--- config.mk ---
export PLATFORM = sky130hd
export DESIGN_NAME = rom_sample_streamer
export DESIGN_NICKNAME = d
export VERILOG_FILES = /design/src/rtl/rom_sample_streamer.sv
export SDC_FILE = /design/constraint.sdc
export NUM_CORES = 1
export LEC_CHECK = 0
export CAP_MARGIN = 10
export CORE_ASPECT_RATIO = 0.5
export CORE_UTILIZATION = 40
export CTS_BUF_LIST = sky130_fd_sc_hd__clkbuf_16
export DETAILED_ROUTE_END_ITERATION = 10
export PLACE_DENSITY = 0.74
export SYNTH_ARGS = -nofsm -noshare
export SYNTH_HDL_FRONTEND = slang
export SYNTH_SLANG_ARGS = --single-unit
--- constraint.sdc ---
create_clock -name clock -period 6.04 [get_ports clock]
set_clock_uncertainty 0.1 [all_clocks]
set_input_delay 0.604 -clock clock [delete_from_list [all_inputs] [get_ports clock]]
set_output_delay 0.604 -clock clock [all_outputs]
set_load 0.05 [all_outputs]
--- src/rtl/rom_sample_streamer.sv ---
// ---------------------------------------------------------------------------
// rom_sample_streamer
//
// Purpose:
//   Reads signed audio samples from a synchronous sample ROM and hands them
//   to the audio codec write port. Pacing comes from the codec's
//   write_ready, not from a divided clock. The block supports:
//     - one-shot or looped playback
//     - a programmable address step for pitch/speed
//     - per-channel attenuation (arithmetic right shift)
//     - start/stop control with busy/done status
//
// Ports:
//   clock           : system clock
//   reset           : synchronous, active-high; overrides everything
//   start           : level; begins playback from address 0 when idle
//   stop            : aborts playback; wins over start
//   loop_en         : 1 = wrap around at DEPTH, 0 = stop after last sample
//   step            : address increment per sample (0 behaves as 1)
//   atten_l/atten_r : per-channel arithmetic right shift (0..15)
//   rom_addr        : ROM address, driven straight from the address register
//   rom_q           : ROM data, valid ROM_LAT cycles after rom_addr is sampled
//   write_ready     : codec FIFO can take a sample
//   write           : a sample is being offered (only while PRESENT)
//   writedata_left  : left-channel sample
//   writedata_right : right-channel sample
//   busy            : high in every state except IDLE
//   done            : one-cycle pulse when a one-shot playback finishes
//   o_dbg_state     : current FSM state (0 IDLE, 1 FETCH, 2 WAIT, 3 PRESENT)
//
// Handshake: a sample transfers on every rising clock edge where
// write && write_ready. Once write is raised, the data words stay
// stable until that transfer happens. write_ready may toggle freely and
// has no effect while write is low.
// ---------------------------------------------------------------------------
module rom_sample_streamer #(
    parameter int DATA_W  = 24,
    parameter int ADDR_W  = 16,
    parameter int DEPTH   = 48000,
    parameter int STEP_W  = 4,
    parameter int ROM_LAT = 1
) (
    input  logic              clock,
    input  logic              reset,
    input  logic              start,
    input  logic              stop,
    input  logic              loop_en,
    input  logic [STEP_W-1:0] step,
    input  logic [3:0]        atten_l,
    input  logic [3:0]        atten_r,
    output logic [ADDR_W-1:0] rom_addr,
    input  logic [DATA_W-1:0] rom_q,
    input  logic              write_ready,
    output logic              write,
    output logic [DATA_W-1:0] writedata_left,
    output logic [DATA_W-1:0] writedata_right,
    output logic              busy,
    output logic              done,
    output logic [1:0]        o_dbg_state
);

    typedef enum logic [1:0] {
        S_IDLE    = 2'd0,
        S_FETCH   = 2'd1,
        S_WAIT    = 2'd2,
        S_PRESENT = 2'd3
    } state_t;

    localparam int              CNT_W      = (ROM_LAT > 1) ? $clog2(ROM_LAT) : 1;
    localparam logic [CNT_W-1:0] L_CNT_LOAD = CNT_W'(ROM_LAT - 1);
    // DEPTH can be 2^ADDR_W, so all address arithmetic uses ADDR_W+1 bits.
    localparam logic [ADDR_W:0]  L_DEPTH    = (ADDR_W + 1)'(DEPTH);

    state_t                    r_state;
    state_t                    w_state_nxt;
    logic [ADDR_W-1:0]         r_addr;
    logic [CNT_W-1:0]          r_wait_cnt;
    logic [DATA_W-1:0]         r_left;
    logic [DATA_W-1:0]         r_right;
    logic                      r_done;

    logic [ADDR_W:0]           w_step_eff;
    logic [ADDR_W:0]           w_nxt;
    logic [ADDR_W:0]           w_wrap;
    logic                      w_abort;
    logic signed [DATA_W-1:0]  w_rom_s;
    logic signed [DATA_W-1:0]  w_shift_l;
    logic signed [DATA_W-1:0]  w_shift_r;

    // A step of 0 would stall on one address forever, so it is treated as 1.
    assign w_step_eff = (step == '0) ? (ADDR_W + 1)'(1) : (ADDR_W + 1)'(step);
    assign w_nxt      = {1'b0, r_addr} + w_step_eff;
    assign w_wrap     = w_nxt - L_DEPTH;
    assign w_abort    = stop && (r_state != S_IDLE);

    // The sample is signed, so the attenuation shifts must keep the sign.
    assign w_rom_s    = $signed(rom_q);
    assign w_shift_l  = w_rom_s >>> atten_l;
    assign w_shift_r  = w_rom_s >>> atten_r;

    // ---------------------------------------------------------------------
    // State register
    // ---------------------------------------------------------------------
    always_ff @(posedge clock) begin
        if (reset) begin
            r_state <= S_IDLE;
        end else begin
            r_state <= w_state_nxt;
        end
    end

    // ---------------------------------------------------------------------
    // Next-state logic
    // ---------------------------------------------------------------------
    always_comb begin
        w_state_nxt = r_state;
        case (r_state)
            S_IDLE: begin
                if (start && !stop) begin
                    w_state_nxt = S_FETCH;
                end
            end
            S_FETCH: begin
                w_state_nxt = S_WAIT;
            end
            S_WAIT: begin
                if (r_wait_cnt == '0) begin
                    w_state_nxt = S_PRESENT;
                end
            end
            S_PRESENT: begin
                if (write_ready) begin
                    if ((w_nxt < L_DEPTH) || loop_en) begin
                        w_state_nxt = S_FETCH;
                    end else begin
                        w_state_nxt = S_IDLE;
                    end
                end
            end
            default: begin
                w_state_nxt = S_IDLE;
            end
        endcase
        // An abort overrides any transition. A sample accepted in the same
        // cycle still counts as delivered.
        if (w_abort) begin
            w_state_nxt = S_IDLE;
        end
    end

    // ---------------------------------------------------------------------
    // Datapath registers: address, latency counter, sample words, done
    // ---------------------------------------------------------------------
    always_ff @(posedge clock) begin
        if (reset) begin
            r_addr     <= '0;
            r_wait_cnt <= '0;
            r_left     <= '0;
            r_right    <= '0;
            r_done     <= 1'b0;
        end else begin
            r_done <= 1'b0;
            if (w_abort) begin
                r_addr <= '0;
            end else begin
                case (r_state)
                    S_IDLE: begin
                        if (start && !stop) begin
                            r_addr <= '0;
                        end
                    end
                    S_FETCH: begin
                        r_wait_cnt <= L_CNT_LOAD;
                    end
                    S_WAIT: begin
                        if (r_wait_cnt != '0) begin
                            r_wait_cnt <= r_wait_cnt - 1'b1;
                        end else begin
                            r_left  <= w_shift_l;
                            r_right <= w_shift_r;
                        end
                    end
                    S_PRESENT: begin
                        if (write_ready) begin
                            if (w_nxt < L_DEPTH) begin
                                r_addr <= w_nxt[ADDR_W-1:0];
                            end else if (loop_en) begin
                                // A step of DEPTH or more is out of range. In
                                // that case restart at 0 instead of going out
                                // of bounds.
                                r_addr <= (w_wrap < L_DEPTH) ? w_wrap[ADDR_W-1:0] : '0;
                            end else begin
                                r_addr <= '0;
                                r_done <= 1'b1;
                            end
                        end
                    end
                    default: begin
                        r_addr <= '0;
                    end
                endcase
            end
        end
    end

    // ---------------------------------------------------------------------
    // Outputs
    // ---------------------------------------------------------------------
    always_comb begin
        rom_addr        = r_addr;
        write           = (r_state == S_PRESENT);
        busy            = (r_state != S_IDLE);
        done            = r_done;
        writedata_left  = r_left;
        writedata_right = r_right;
        o_dbg_state     = r_state;
    end

endmodule

# --- After elaboration in Yosys (flattened, before gate mapping) ---
# Index checks and enable logic that the tools add are counted.
op_classes:
  n_addsub: 3
  magnitude_cmp: 2
  eq_ne: 6
  shift: 2
  mux: 15
  n_bitwise: 4
  n_reduce_logical: 15
ops:
  columns: ["operator", "n"]
  rows:
  - ["2-to-1 mux 16 bit", 5]
  - [">>> shifter 24 x 4 -> 24 bit", 2]
  - ["less-than comparator 17 x 16 -> 1 bit, second input constant", 2]
  - ["case mux 16 bit (2 select lines)", 1]
  - ["adder 16 x 4 -> 17 bit", 1]
  - ["subtractor 17 x 16 -> 17 bit, second input constant", 1]
  - ["AND reduction 3 bit", 3]
  - ["case mux 2 bit (4 select lines)", 1]
  - ["2-to-1 mux 2 bit", 3]
  - ["!= test 2 bit, second input constant", 3]
  - ["nonzero test 2 bit", 3]
  - ["OR reduction 5 bit", 1]
  - ["== test 2 bit, second input constant", 2]
  - ["logical NOT 4 bit", 1]
  - ["2-to-1 mux 4 bit", 1]
  - ["inverter 1 bit", 4]
  - ["2-to-1 mux 1 bit", 3]
  - ["== test 2 x 1 -> 1 bit, second input constant", 1]
  - ["logical AND 1 bit", 2]
  - ["logical NOT 2 bit", 1]
  - ["case mux 1 bit (2 select lines)", 1]
  - ["AND reduction 2 bit", 1]
  - ["OR reduction 2 bit", 1]
  - ["logical NOT 1 bit", 1]
  - ["2 further kinds", 2]
totals:
  reg_bits: 68
  input_bits: 42
  out_inout_bits: 69
  elab_cells: 53

# --- Depth between registers and ports, before layout ---
# Gate-level depths: netlist (run 1).
depth:
  depth_word: 10
  mapped_depth: 19
  mapped_depth_nobuf: 18

# --- Worst setup path before layout (run 1) ---
# OpenSTA, ideal clock, no wires.
synth_path:
  kind: "input to register"
  startpoint: "input step[1]"
  endpoint: "register r_addr[11] (netlist: rom_addr[11])"
  setup_ns: 0.114
  arrival_time_ns: 3.928
  required_ns: 5.826
  slack_ns: 1.898
  stages: 19
  path_buffers: 1
  path_cell_list: "nor3_1 > or2_2 > ha_1 > inv_1 > fa_1 > nor2b_4 > o31a_2 > nand3_1 > nor2_1 > xor2_1 > ha_1 > nor4b_1 > a31oi_1 > a21o_1 > a311oi_1 > or3_1 > buf_6 > o211ai_2 > and2b_1"
synth_between:
  elab_chain_len: 10
  word_cells_on_any_way: 11
  classes_between: "2 x add/sub; 2 x order compare; 6 x mux; 1 x reduce/logical"
synth_lines:
  columns: ["element", "line", "source"]
  rows:
  - ["start, declared", "48", "input logic [STEP_W-1:0] step,"]
  - ["logical NOT 4 bit", "91", "assign w_step_eff = (step == '0) ? (ADDR_W + 1)'(1) : (ADDR_W + 1)'(step);"]
  - ["2-to-1 mux 4 bit (*)", "91", null]
  - ["adder 16 x 4 -> 17 bit (*)", "92", "assign w_nxt = {1'b0, r_addr} + w_step_eff;"]
  - ["subtractor 17 x 16 -> 17 bit", "93", "assign w_wrap = w_nxt - L_DEPTH;"]
  - ["less-than comparator 17 x 16 -> 1 bit", "191", "r_addr <= (w_wrap < L_DEPTH) ? w_wrap[ADDR_W-1:0] : '0;"]
  - ["2-to-1 mux 16 bit", "191", null]
  - ["2-to-1 mux 16 bit", "187", "end else if (loop_en) begin"]
  - ["2-to-1 mux 16 bit (*)", "185", "if (w_nxt < L_DEPTH) begin"]
  - ["2-to-1 mux 16 bit (*)", "184", "if (write_ready) begin"]
  - ["case mux 16 bit (2 select lines) (*)", "166", "case (r_state)"]
  - ["end signal, assigned", "186", "r_addr <= w_nxt[ADDR_W-1:0];"]
  - ["end signal, assigned", "191", null]
  - ["end, declared", "76", "logic [ADDR_W-1:0] r_addr;"]
# Mark *: on every way between the ends. The rest lies on a longest branch, timed or not. The select of a mux whose other input is x is not followed.
# A chain may end at the register's enable or synchronous reset.

# --- Final worst setup path (run 1) ---
layout_path:
  startpoint: "input step[1]"
  endpoint: "register r_addr[9] (netlist: rom_addr[9])"
# The elaborated chain is that of the path after synthesis.

==> results of run 1 <==
## sequential cells by signal, summed over array words and instances (netlist names)
register	flops
writedata_left	24
writedata_right	23
rom_addr	16
o_dbg_state	2
done	1
## logic make-up after synthesis
kind of cell / Yosys count
DFF: 66
muxes: 61
adders and majority gates: 9
buffers and inverters: 77
xor gates and xnor gates: 14
AOI/OAI and AO/OA: 213
and+or+nand+nor: 199
## critical path, cell delays in order
cell             delay, ns
clkdlybuf4s50_1       0.45
nor3_1                0.17
or2_2                 0.13
ha_1                  0.18
inv_1                 0.07
fa_1                  0.45
nor2b_4               0.15
o31a_2                0.24
nand3_1               0.12
nor2_1                0.14
xor2_1                0.21
ha_1                  0.21
nor4b_1               0.25
a31oi_1               0.13
a21o_1                0.27
a311oi_1              0.58
or3_1                 0.41
o211ai_2              0.12
and2b_1               0.17
## through the flow
step | utilization, % | std cells | worst slack (ns)
after global routing | 53.7 | 883 | 0.800
after global placement | 51.7 | 868 | 1.01
after CTS | 53.7 | 883 | 1.19
after floorplan | - | 639 | 1.90
final | 53.7 | 883 | 1.11
after detailed placement | 51.7 | 868 | 0.850
## cell usage in the layout, fill, tap and decap left out, types with 3 or more instances in the layout
cell	netlist	layout
inv_1	23	25
xor2_1	6	6
a211oi_1	48	48
clkbuf_16	0	9
nor2_1	60	60
o21ai_0	39	39
o311ai_0	3	3
a311o_1	7	7
nor2b_1	10	10
nand3_1	8	8
a21oi_1	69	69
clkinv_1	2	4
nand2_1	69	68
o211ai_1	16	16
mux4_2	22	22
buf_4	1	6
xnor2_1	7	7
dfxtp_1	66	66
or3_1	3	3
a21boi_0	3	3
nand2b_1	5	5
a21o_1	3	3
and3_1	4	4
mux2i_1	32	32
nand4_1	4	4
a22oi_1	3	3
and2_1	11	11
nor3_1	6	6
or2_2	4	4
mux2_2	6	6
clkdlybuf4s50_1	0	110
ha_1	8	8
## worst max path at each step
stage	from	to	slack [ns]	cells past startpoint
6_report	step[1]	rom_addr[9]	1.11	19
5_1_grt	step[1]	rom_addr[11]	0.80	19
4_1_cts	step[1]	rom_addr[9]	1.19	19
3_5_place_dp	step[1]	rom_addr[9]	0.85	19
3_3_place_gp	step[1]	rom_addr[11]	1.01	19
2_1_floorplan	step[1]	rom_addr[11]	1.90	19
## power groups by stage
stage | logic, mW | registers (mW) | clock network [mW]
floorplan | 0.294 | 0.667 | 0
global placement | 0.634 | 0.517 | 0
detailed placement | 0.642 | 0.518 | 0
CTS | 0.644 | 0.509 | 0.469
global route | 0.695 | 0.514 | 0.486
finish | 0.644 | 0.509 | 0.456
## layer usage
layer / vias to the layer above / share of wire [%] / global-route usage (%)
li1: 2502 / - / -
met2: 159 / 46 / 35.5
met5: - / 0 / 0
met3: 12 / 5.8 / 4.55
met1: 2449 / 47 / 30.3
met4: 0 / 0.59 / 5.00
## area by class of cell
| cell class | instances | share of cell area (%) |
|---|---|---|
| flip-flops and latches | 66 | 20.3 |
| well taps | 165 | 3.17 |
| repair buffers | 116 | 17.6 |
| clock inverters | 6 | 0.423 |
| inverters | 25 | 1.44 |
| clock buffers | 9 | 3.46 |
| multi-input cells | 496 | 53.6 |
==> results.py, run 1 <==
metrics = {
    "status": {
        "status": "completed",
    },
    "clock_network": {
        "cts_max_level": 3,
        "clkSinkCount": 66,
        "cts_buffers": 9,
        "hold_buffers": 0,
        "cts-root-buf": "clkbuf_16",
        "cts_setup_buffers": 0,
        "cts_resized": 0,
        "clkTransAtPathRegs_ns": 0.05,
        "clk_latency_ns": 0.34,
        "cts_buffer_depth": 2,
        "cts_tree": "yes",
    },
    "global_route": {
        "grt_pass1_vias": 4513,
        "grt_max_degree": 74,
        "grt_usage_pct": 22.0,
        "antenna_found_initial": 0,
        "grt_pass1_wl_mm": 23.0,
        "grt-ovfl-total": 0,
    },
    "timing": {
        "setup_tns_ns": 0,
        "worst_pin_slew_ns": 1.25,
        "hold_viol": 0,
        "fin_crit_ns": 4.93,
        "max_freq_mhz": 203,
        "holdWs_ns": 0.347,
        "setup-violations-final": 0,
        "rsz0062_at_grt": "false",
        "fin_crit_sh_pct": 81.6,
        "drv_slew": 0,
        "slew_headroom_pct": 16.4,
    },
    "logic_synthesis": {
        "synth_common_cells": "a21oi_1, nand2_1, dfxtp_1",
        "netlist_instances": 639,
        "ys_types": 66,
        "synth_edf_count": 0,
        "synthSimpleGateAreaFrac_pct": 18.6,
        "yosys.area_share.adder_pct": 2.35,
        "syn_nets": 690,
        "synth.top_cell.area_share_pct": 25.8,
        "yosysTopAreaCell": "dfxtp_1",
        "synth_seq_area_share_pct": 25.8,
        "muxShareOfSynthArea_pct": 17.5,
        "avgSynthCellArea_sq_um": 8.01,
        "ys.warnings.count": 0,
        "synth_area_sq_mm": 0.00512,
        "synth_top_family_by_area": "compound AO/OA/AOI/OAI gates",
        "synth_compound_area_share_pct": 27.3,
        "synthXorXnorAreaFrac_pct": 2.54,
        "yosys-top-cells-area": "dfxtp_1, mux4_2, a211oi_1",
        "synthArstFlopShare_pct": 0,
        "yosys_most_used_dff": "dfxtp_1",
        "ys_ff_latch": 66,
    },
    "setup_path": {
        "reg2reg_from": "rom_addr[0]",
        "worstSetupEndpointType": "register",
        "critPathRequiredTime_ns": 6.17,
        "r2r_setup_slack_ns": 1.74,
        "path_max_fanout": 8,
        "r2r-end": "rom_addr[9]",
        "crit_path_start_kind": "input pin",
        "criticalPathCategory": "input pin to register",
        "r2r_cells": 16,
        "critPathArrivalTime_ns": 5.06,
    },
    "power_and_ir_drop": {
        "p_total_mw": 1.61,
        "power.net_switching_mw": 0.634,
        "p_seq_share_pct": 31.6,
        "ir_drop_mv": 0.161,
        "clock_power_share_pct": 28.3,
        "p_leak_nw": 2.32,
        "powerDensity_mw_per_mm2": 247,
        "p_int_mw": 0.975,
        "switching_share_pct": 39.4,
        "p_comb_share_pct": 40.0,
    },
    "place": {
        "dpl_cell_area_sq_mm": 0.00626,
        "port_buffers": 110,
        "gp_congestion": 0.902,
        "place_hpwl_mm": 10.6,
    },
    "detailed_routing": {
        "wl_mm": 14.4,
        "first_pass_iters": 5,
        "ant_nets": 0,
        "drc": 0,
        "avgViaCountPerCell": 5.80,
        "vias": 5122,
        "drt-wirelength-per-cell_microns": 16.3,
        "drt_iter0_drc": 359,
    },
    "floorplan": {
        "dieHeight_microns": 82.0,
        "die_x_microns": 162,
        "die-area_sq_mm": 0.0133,
        "rows": 28,
        "io_pins": 111,
        "core_area_sq_mm": 0.0121,
        "start_util_pct": 42.2,
    },
    "layout": {
        "fillers": 1162,
        "drive_above_1_share_pct": 9.05,
        "area_growth_pct": 27.3,
        "multi_input_area_sq_mm": 0.00349,
        "final_area_sq_mm": 0.00651,
        "final_nets": 765,
        "final-seq-area_sq_mm": 0.00132,
        "antenna_cells": 0,
    },
    "worst_hold_path": {
        "min_path_cells": 2,
        "whs_endpoint": "writedata_left[16]",
        "min_path_type": "register to register",
        "hp-start": "writedata_left[16]",
    },
    "flow_run": {
        "drv_cap": 0,
    },
}
(Power assumes the default switching activity.)
==> run 2, diff against run 1 <==
==> constraint.sdc (replaced) <==
create_clock -name clock -period 5.2 [get_ports clock]
set_clock_uncertainty 0.1 [all_clocks]
set_input_delay 0.52 -clock clock [delete_from_list [all_inputs] [get_ports clock]]
set_output_delay 0.52 -clock clock [all_outputs]
set_load 0.05 [all_outputs]
==> results.py, run 2 (synthesized netlist as in run 1, its figures left out) <==
metrics = {
    "timing": {
        "fin_crit_ns": 4.67,
        "rsz0062_at_grt": "false",
        "drv_slew": 0,
        "worst_pin_slew_ns": 1.08,
        "setup-violations-final": 0,
        "fin_crit_sh_pct": 89.8,
        "slew_headroom_pct": 28.1,
        "hold_viol": 0,
        "max_freq_mhz": 214,
        "setup_tns_ns": 0,
    },
    "setup_path": {
        "crit_top_cell": "ha_1",
        "critical_path.slowest_cell": "clkdlybuf4s50_1",
        "crit_path_start_kind": "input pin",
        "worstSetupEndpointType": "register",
        "cpPeakStageDelay_ns": 0.45,
        "critPathRequiredTime_ns": 5.32,
        "criticalPathCategory": "input pin to register",
        "path_max_fanout": 8,
        "critPathArrivalTime_ns": 4.79,
        "crit_chain": "clkdlybuf4s50_1, nor3_1, or2_2, ha_1, inv_1, fa_1, nor2b_4, o31a_2, nand3_1, nor2_1, xor2_1, ha_1, nor4b_1, a31oi_1, a21o_1, a311oi_1, or3_1, o211ai_2, and2b_1",
    },
    "detailed_routing": {
        "route.met3.wl_microns": 977,
        "wl_met1_mm": 6.84,
        "drc": 0,
        "ant_nets": 0,
        "drt-wirelength-per-cell_microns": 16.6,
        "vias": 5120,
        "met2RoutedLength_mm": 6.68,
        "wl_mm": 14.7,
        "first_pass_iters": 5,
        "top_layer_used": "met4",
        "avgViaCountPerCell": 5.79,
        "drt_iter0_drc": 427,
    },
    "power_and_ir_drop": {
        "ir_drop_mv": 0.155,
        "powerDensity_mw_per_mm2": 292,
        "p_leak_nw": 2.34,
    },
    "clock_network": {
        "clk_latency_ns": 0.33,
        "cts_buffer_depth": 2,
        "cts_buffers": 9,
        "clkTransAtPathRegs_ns": 0.05,
        "hold_buffers": 0,
        "cts_max_level": 3,
        "cts_setup_buffers": 0,
        "clkSinkCount": 66,
        "cts-root-buf": "clkbuf_16",
        "cts_tree": "yes",
        "cts_resized": 0,
    },
    "global_route": {
        "grt_max_degree": 49,
        "grt_pass1_vias": 4585,
        "grt_pass1_wl_mm": 23.7,
        "grt-ovfl-total": 0,
        "antenna_found_initial": 0,
        "grt_usage_pct": 22.6,
    },
    "status": {
        "status": "completed",
    },
    "layout": {
        "antenna_cells": 0,
        "stdcell_count": 884,
        "largest_reg_flops": 24,
        "layout_common_cells": "clkdlybuf4s50_1, a21oi_1, nand2_1, dfxtp_1, nor2_1",
        "final_nets": 767,
        "layout_commonest_cell": "clkdlybuf4s50_1",
        "drive_above_1_share_pct": 9.32,
        "area_growth_pct": 28.4,
    },
    "floorplan": {
        "dieHeight_microns": 82.0,
        "core_area_sq_mm": 0.0121,
        "die-area_sq_mm": 0.0133,
        "start_util_pct": 42.2,
        "die_x_microns": 162,
        "rows": 28,
        "io_pins": 111,
    },
    "place": {
        "port_buffers": 110,
        "place_inst": 869,
        "gp_congestion": 0.911,
        "place_hpwl_mm": 10.9,
    },
    "flow_run": {
        "drv_cap": 0,
    },
    "worst_hold_path": {
        "min_path_type": "register to register",
    },
}
-- run 2: worst max-delay path: cells and delay by family --
kind | cells | cell delay [ns]
xor+xnor | 1 | 0.22
simple gates | 8 | 1.53
buf+inv | 2 | 0.51
compound gates | 5 | 1.16
fa+ha+maj | 3 | 0.85
-- run 2: routing by layer --
layer | track usage [%] | vias to the layer above
met5 | 0 | -
met1 | 30.2 | 2392
met2 | 37.4 | 204
met4 | 5.38 | 0
li1 | - | 2507
met3 | 5.00 | 17
-- run 2: worst paths after layout --
kind	from	endpoint	slack, ns	cells after the start
max reg2reg	rom_addr[0]	rom_addr[11]	1.07	16
min	writedata_left[17]	writedata_left[17]	0.35	2
max	step[1]	rom_addr[11]	0.53	19
min reg2reg	writedata_left[17]	writedata_left[17]	0.35	2
-- run 2: per-stage QoR --
step / util [%] / cell area, sq um / power, mW / hold WS, ns / setup slack (ns)
after floorplan: - / 5120 / 1.12 / 0.499 / 1.14
after global placement: 51.7 / 6270 / 1.34 / 0.340 / 0.394
after detailed placement: 51.7 / 6270 / 1.35 / 0.345 / 0.256
after CTS: 54.0 / 6540 / 1.93 / 0.351 / 0.580
after global routing: 54.2 / 6570 / 2.02 / 0.371 / 0.267
final: 54.2 / 6570 / 1.92 / 0.346 / 0.532
-- run 2: area by class of cell --
| type | instances | area [sq um] |
|---|---|---|
| fill | 1147 | 5550 |
| tap | 165 | 206 |
| clock buffer | 9 | 225 |
| multi-input combinational | 496 | 3490 |
| timing repair buffer | 118 | 1180 |
| inverter | 25 | 93.8 |
| sequential | 66 | 1320 |
| clock inverter | 5 | 48.8 |
-- run 2: power by group --
part           internal (mW)  switching, mW  leakage, nW  total, mW
Combinational          0.264          0.489         1.67      0.754
Sequential             0.559         0.0322        0.533      0.591
Clock                  0.360          0.214        0.134      0.575
